<file path="config.mk">
export PLATFORM = sky130hd
export DESIGN_NAME = rominit_xmit
export DESIGN_NICKNAME = d
export VERILOG_FILES = /design/src/rtl/rominit_xmit.sv
export SDC_FILE = /design/constraint.sdc
export NUM_CORES = 1
export LEC_CHECK = 0
export CAP_MARGIN = 30
export CORE_MARGIN = 2
export CORE_UTILIZATION = 47
export DETAILED_ROUTE_END_ITERATION = 10
export PLACE_DENSITY = 0.82
export SYNTH_ARGS = -nofsm -noshare
export SYNTH_HDL_FRONTEND = slang
export SYNTH_SLANG_ARGS = --single-unit
</file>
<file path="constraint.sdc">
create_clock -name CLK -period 2.6 [get_ports CLK]
set_input_delay 0.52 -clock CLK [delete_from_list [all_inputs] [get_ports CLK]]
set_output_delay 0.52 -clock CLK [all_outputs]
set_load 0.01 [all_outputs]
</file>
<file path="src/rtl/rominit_xmit.sv">
// rominit_xmit
// ------------
// Transmitter side of the ROMINIT write interface. Takes a byte stream from
// the host loader over a valid/ready handshake. It writes the stream into
// either the boot ROM or the VDC character ROM through a one-cycle strobe
// interface.
//   - Short images are padded with 8'hFF up to the image size.
//   - Overlong images have their surplus bytes discarded, and ERR is raised.
//   - The console is held in reset (SYS_RESB low) while an image is loading.
//
// Ports
//   CLK               system clock
//   RES               asynchronous, active-high reset
//   IN_START          one-cycle pulse that begins an image (seen in IDLE/DONE)
//   IN_SEL            image select sampled with IN_START: 0 = boot, 1 = chr
//   IN_VALID/IN_DATA  loader byte and its qualifier
//   IN_LAST           final byte of the stream (meaningful with IN_VALID)
//   IN_READY          a byte is accepted this cycle when IN_VALID is high
//   ROMINIT_SEL_BOOT  boot image selected
//   ROMINIT_SEL_CHR   chr image selected
//   ROMINIT_ADDR      write address (low 12 bits of the address counter)
//   ROMINIT_DATA      write data
//   ROMINIT_VALID     one-cycle write strobe
//   SYS_RESB          console reset, active low
//   BUSY              image transfer in progress
//   ERR               sticky overflow flag, cleared by IN_START
module rominit_xmit #(
  parameter int BOOT_SIZE = 4096,
  parameter int CHR_SIZE  = 1024,
  parameter int GAP       = 1
) (
  input  logic        CLK,
  input  logic        RES,
  input  logic        IN_START,
  input  logic        IN_SEL,
  input  logic        IN_VALID,
  input  logic [7:0]  IN_DATA,
  input  logic        IN_LAST,
  output logic        IN_READY,
  output logic        ROMINIT_SEL_BOOT,
  output logic        ROMINIT_SEL_CHR,
  output logic [11:0] ROMINIT_ADDR,
  output logic [7:0]  ROMINIT_DATA,
  output logic        ROMINIT_VALID,
  output logic        SYS_RESB,
  output logic        BUSY,
  output logic        ERR
);

  localparam logic [12:0] BOOT_SIZE_C = 13'(BOOT_SIZE);
  localparam logic [12:0] CHR_SIZE_C  = 13'(CHR_SIZE);
  localparam logic [3:0]  GAP_C       = 4'(GAP);

  typedef enum logic [2:0] {
    ST_IDLE   = 3'd0,
    ST_ACCEPT = 3'd1,
    ST_WAIT   = 3'd2,
    ST_FILL   = 3'd3,
    ST_DRAIN  = 3'd4,
    ST_FINISH = 3'd5,
    ST_DONE   = 3'd6
  } state_t;

  state_t      state_r, state_nxt_s;
  logic        sel_r, sel_nxt_s;
  logic        sel_boot_r, sel_boot_nxt_s;
  logic        sel_chr_r, sel_chr_nxt_s;
  logic [12:0] cnt_r, cnt_nxt_s;
  logic [3:0]  gap_r, gap_nxt_s;
  logic [7:0]  data_r, data_nxt_s;
  logic        valid_r, valid_nxt_s;
  logic        ready_r, ready_nxt_s;
  logic        resb_r, resb_nxt_s;
  logic        busy_r, busy_nxt_s;
  logic        err_r, err_nxt_s;

  logic [12:0] size_s;
  logic [12:0] cnt_inc_s;
  logic        accept_s;

  assign size_s    = sel_r ? CHR_SIZE_C : BOOT_SIZE_C;
  assign cnt_inc_s = cnt_r + 13'd1;
  // A byte is taken on any edge where the registered ready meets valid input.
  assign accept_s  = ready_r & IN_VALID;

  // Next-state and next-output logic for the transfer FSM.
  always_comb begin
    state_nxt_s    = state_r;
    sel_nxt_s      = sel_r;
    sel_boot_nxt_s = sel_boot_r;
    sel_chr_nxt_s  = sel_chr_r;
    cnt_nxt_s      = cnt_r;
    gap_nxt_s      = gap_r;
    data_nxt_s     = data_r;
    valid_nxt_s    = 1'b0;
    ready_nxt_s    = 1'b0;
    resb_nxt_s     = resb_r;
    busy_nxt_s     = busy_r;
    err_nxt_s      = err_r;

    case (state_r)
      ST_IDLE, ST_DONE: begin
        if (IN_START) begin
          sel_nxt_s      = IN_SEL;
          sel_boot_nxt_s = ~IN_SEL;
          sel_chr_nxt_s  = IN_SEL;
          cnt_nxt_s      = 13'd0;
          err_nxt_s      = 1'b0;
          resb_nxt_s     = 1'b0;
          busy_nxt_s     = 1'b1;
          ready_nxt_s    = 1'b1;
          state_nxt_s    = ST_ACCEPT;
        end else begin
          state_nxt_s    = state_r;
        end
      end

      ST_ACCEPT: begin
        if (accept_s) begin
          data_nxt_s  = IN_DATA;
          valid_nxt_s = 1'b1;
          gap_nxt_s   = 4'd0;
          if (IN_LAST && (cnt_inc_s < size_s)) begin
            state_nxt_s = ST_FILL;
          end else if (!IN_LAST && (cnt_inc_s == size_s)) begin
            state_nxt_s = ST_DRAIN;
          end else begin
            // Mid-image byte or exact fit on the last slot.
            state_nxt_s = ST_WAIT;
          end
        end else begin
          ready_nxt_s = 1'b1;
        end
      end

      // The strobe cycle is gap count 0, so WAIT lasts GAP+1 cycles.
      // ACCEPT then reopens GAP+2 cycles after the previous accept.
      ST_WAIT: begin
        if (gap_r == GAP_C) begin
          cnt_nxt_s = cnt_inc_s;
          if (cnt_inc_s == size_s) begin
            sel_boot_nxt_s = 1'b0;
            sel_chr_nxt_s  = 1'b0;
            state_nxt_s    = ST_FINISH;
          end else begin
            ready_nxt_s    = 1'b1;
            state_nxt_s    = ST_ACCEPT;
          end
        end else begin
          gap_nxt_s = gap_r + 4'd1;
        end
      end

      // Pad remaining addresses with 8'hFF, one strobe every GAP+1 cycles.
      ST_FILL: begin
        if (gap_r == GAP_C) begin
          cnt_nxt_s = cnt_inc_s;
          if (cnt_inc_s == size_s) begin
            sel_boot_nxt_s = 1'b0;
            sel_chr_nxt_s  = 1'b0;
            state_nxt_s    = ST_FINISH;
          end else begin
            data_nxt_s     = 8'hFF;
            valid_nxt_s    = 1'b1;
            gap_nxt_s      = 4'd0;
          end
        end else begin
          gap_nxt_s = gap_r + 4'd1;
        end
      end

      // Image full: swallow bytes until IN_LAST, flagging the overflow.
      // Ready drops for one cycle after every accept.
      ST_DRAIN: begin
        if (accept_s) begin
          err_nxt_s = 1'b1;
          if (IN_LAST) begin
            sel_boot_nxt_s = 1'b0;
            sel_chr_nxt_s  = 1'b0;
            state_nxt_s    = ST_FINISH;
          end else begin
            state_nxt_s    = ST_DRAIN;
          end
        end else begin
          ready_nxt_s = 1'b1;
        end
      end

      // Selects are already low here; release the console one cycle later.
      ST_FINISH: begin
        busy_nxt_s  = 1'b0;
        resb_nxt_s  = 1'b1;
        state_nxt_s = ST_DONE;
      end

      default: begin
        state_nxt_s = ST_IDLE;
      end
    endcase
  end

  // FSM state register.
  always_ff @(posedge CLK or posedge RES) begin
    if (RES) begin
      state_r <= ST_IDLE;
    end else begin
      state_r <= state_nxt_s;
    end
  end

  // Registered datapath and outputs.
  always_ff @(posedge CLK or posedge RES) begin
    if (RES) begin
      sel_r      <= 1'b0;
      sel_boot_r <= 1'b0;
      sel_chr_r  <= 1'b0;
      cnt_r      <= 13'd0;
      gap_r      <= 4'd0;
      data_r     <= 8'd0;
      valid_r    <= 1'b0;
      ready_r    <= 1'b0;
      resb_r     <= 1'b1;
      busy_r     <= 1'b0;
      err_r      <= 1'b0;
    end else begin
      sel_r      <= sel_nxt_s;
      sel_boot_r <= sel_boot_nxt_s;
      sel_chr_r  <= sel_chr_nxt_s;
      cnt_r      <= cnt_nxt_s;
      gap_r      <= gap_nxt_s;
      data_r     <= data_nxt_s;
      valid_r    <= valid_nxt_s;
      ready_r    <= ready_nxt_s;
      resb_r     <= resb_nxt_s;
      busy_r     <= busy_nxt_s;
      err_r      <= err_nxt_s;
    end
  end

  assign IN_READY         = ready_r;
  assign ROMINIT_SEL_BOOT = sel_boot_r;
  assign ROMINIT_SEL_CHR  = sel_chr_r;
  assign ROMINIT_ADDR     = cnt_r[11:0];
  assign ROMINIT_DATA     = data_r;
  assign ROMINIT_VALID    = valid_r;
  assign SYS_RESB         = resb_r;
  assign BUSY             = busy_r;
  assign ERR              = err_r;

endmodule

</file>
==> results.md <==
* Postcts setup bufs at 0
* Die width at 72.8 um
* IO Port Bufs at 40
* Ports at 41
* Maximum vdd drop at 0.512 mV
* Crit path DAT at 2590 ps
* R2R depth at 10
* Cells after DPL at 342
* Area of the multi-input gates at 1190 sq um
* Syn Inst Count at 256
* Synth unique cells at 49
* Clk slew on worst S/H paths at 80 ps
* Slew HR at 0.646
* Commonest non-fill, non-tap cell in the layout: nand2_1
* Top-area cell type share of the netlist area at 0.394
* Die ar. at 5300 sq um
* First drt pass iteration count at 4
* Startpoint types: flip-flop
* Synth area leader: dfrtp_1
* Sw frac at 0.415
* Clk network pwr share at 0.156
* Cell Area, Synth at 2220 sq um
* Critical-path maximum fanout at 5
* Via count at around 2000
* Number of H-tree levels at 2
* Syn. warnings at 0
* Number of global-route vias before repair at 1890
* Worst skew pair latency at 300 ps
* Status: finished clean
* Share of cells above drive strength 1 at 0.135
* CTS Buffer Depth at 2
* Ys async rst share at 1.00
* WL/cell at 14.7 um
* Top cells by area, synth: dfrtp_1, nand2_1, o21ai_0
* TNS Setup at 0 ps
* Fmax at around 410 MHz
* Synth Net Count at 276
* Setup Skew at 9.23 ps
* Origin of the critical flop-to-flop path: cnt_r[1]$_DFFE_PP0P_
* Cell Pwr Density at 955 nW/um^2
* Min-delay worst type: reg2reg
* Slowest CP cell: dfrtp_1
* Largest net degree at the start of global routing at 37
* # DRC at 0
* Row cnt at 25
* Critical Path Sink Type: flip-flop
* Routed vias/inst at 5.73
* Seq cells post-synth at 36
* GRT Total Usage at 0.206
* R2R Path End: ROMINIT_DATA[5]$_DFFE_PP0P_
* Cell Count, Final, Fillers Out at roughly 350
* Cell Chain, Critical Path: ha_2 -> nand3_2 -> nor3_2 -> and3_1 -> xor2_1 -> ha_1 -> and3_1 -> nand4_4 -> o211ai_2 -> nand3_1
* CTS tree: built
* Largest incremental delay on the critical path at 370 ps
* Hold EP: ROMINIT_DATA[2]$_DFFE_PP0P_
* Clock sinks at 36
* Cell Int Power at 1.55 mW
* Final setup vio count at 0
* DP Wirelength at approximately 3.6 mm
* Crit Path Class: reg2reg
* Final GP Congestion at 0.801
* Routed Antenna Nets at 0
* Starting DRT DRC Count at 147
* Fillcell total at 417
* Post-synth EDFFs at 0
* Slew Limit Fails at 0
* Leak Pwr at 1.17 nW
* Leading register cell type out of synthesis: dfrtp_1
* Reg power frac at 0.334
* Min Tclk post-route at 2410 ps
* Global-route wire length before repair at approximately 8.6 mm
* Chip height at 72.8 um
* Gr ovfl total at 0
* Most frequent CP cell: and3_1
* Setup WS post-layout at approximately 190 ps
* Seq/Total Area, Yosys at 0.406
* NetSw at 1.10 mW
* Most frequent cells in the layout: nand2_1, clkdlybuf4s50_1, dfrtp_1, o21ai_0, nor2_1
* Initial antenna violation count at 0
* Least-Margin Pin Slew at between 500 and 600 ps
* Worst reg2reg setup slack at 190 ps
* Register area at 902 sq um
* Syn Area/Cell at ~8.7 sq um
* Required @ worst endpoint at approximately 2800 ps
* Period Utilization, post-route at 0.928
* N_diodes at 0
* Synth-to-layout area growth at 25.1%
* Drt total wl at 5.17 mm
* Total CTS buffers at 5
* Worst slack, placed at 77.4 ps
* Part of the power in combinational logic at 0.510
* Hold path cells at 2
* Max_cap viols at 0
* Initial Util at 0.480
* HP Start: ROMINIT_DATA[2]$_DFFE_PP0P_
* Final hold violation count at 0
* Root Buffer: clkbuf_8
* Area of the core at 4630 sq um
* Final nets at 316
logic make-up (layout without fill, tap and decap cells):
kind of cell | count (synthesis) | after routing | share of synthesized area
compound gates | 62 | 63 | 0.187
buf+inv | 27 | 67 | 0.0675
xor+xnor | 9 | 9 | 0.0355
fa+ha+maj | 6 | 6 | 0.0338
mux | 2 | 2 | 0.00900
simple gates | 114 | 114 | 0.261
flops | 36 | 36 | 0.406
what timing repair did:
action / in CTS / in global routing
hold buffers: 0 / 0
resized for setup: 0 / 1
setup endpoints to repair: 0 / 11
flip-flops by register name, indices dropped and copies added, names as in the netlist:
register	count
ROMINIT_SEL_CHR	1
ROMINIT_SEL_BOOT	1
SYS_RESB	1
state_r	3
ERR	1
gap_r	4
IN_READY	1
ROMINIT_DATA	8
cnt_r	13
ROMINIT_VALID	1
BUSY	1
sel_r	1
stage by stage:
stage	hold WS [ps]	total power, mW	area [sq um]	utilization
2_1_floorplan	458	1.73	2230	-
3_3_place_gp	476	2.18	2670	0.578
3_5_place_dp	482	2.23	2670	0.578
4_1_cts	500	2.64	2770	0.598
5_1_grt	524	2.85	2780	0.601
6_report	497	2.66	2780	0.601
worst max-delay path by stage:
stage / from / end / slack [ps] / depth (start not counted)
finish: cnt_r[1]$_DFFE_PP0P_ / ROMINIT_DATA[5]$_DFFE_PP0P_ / 190 / 10
global route: cnt_r[1]$_DFFE_PP0P_ / ROMINIT_DATA[6]$_DFFE_PP0P_ / -0.4 / 10
CTS: cnt_r[1]$_DFFE_PP0P_ / ROMINIT_DATA[6]$_DFFE_PP0P_ / 40 / 10
detailed placement: cnt_r[1]$_DFFE_PP0P_ / ROMINIT_DATA[6]$_DFFE_PP0P_ / 80 / 10
global placement: cnt_r[0]$_DFFE_PP0P_ / ROMINIT_DATA[5]$_DFFE_PP0P_ / 170 / 10
floorplan: cnt_r[0]$_DFFE_PP0P_ / ROMINIT_DATA[0]$_DFFE_PP0P_ / 80 / 10
cells in the mapped netlist (all sizes together) (3+ instances only):
cell,number
buf,15
ha,6
nand2,46
inv,4
clkbuf,8
a21oi,7
and3,3
nand4,4
o31ai,6
nor3,5
dfrtp,35
nand2b,5
xnor2,3
nor2,21
a22oi,3
o21ai,30
a22o,4
nand3,18
xor2,6
and2,5
power by group through the flow:
stage / sequential [mW] / combinational, mW / clock (mW)
6_report: 0.886 / 1.35 / 0.414
5_1_grt: 0.913 / 1.50 / 0.439
4_1_cts: 0.884 / 1.34 / 0.423
3_5_place_dp: 0.892 / 1.34 / 0
3_3_place_gp: 0.888 / 1.29 / 0
2_1_floorplan: 0.919 / 0.812 / 0
layout make-up:
type / instances / area share
clock buffers: 5 / 0.0247
clock inverters: 3 / 0.00855
inverters: 4 / 0.00540
multi-input cells: 194 / 0.428
flip-flops and latches: 36 / 0.324
well taps: 54 / 0.0243
repair buffers: 55 / 0.184
metal layers:
| layer | global-route usage | share of wire | up-vias |
|---|---|---|---|
| li1 | - | - | 973 |
| met1 | 0.268 | 0.45 | 973 |
| met2 | 0.329 | 0.49 | 57 |
| met3 | 0.0401 | 0.042 | 9 |
| met4 | 0.0988 | 0.016 | 0 |
| met5 | 0 | 0 | - |
worst max-delay path, delay by kind of cell (launching register included):
family	cells	cell delay, ps
AND/OR/NAND/NOR	6	1010
adder cells (fa/ha/maj)	2	520
flip-flops	1	370
AO/OA/AOI/OAI	1	300
XOR/XNOR	1	80
No activity file was read; power rests on OpenSTA's default activity.
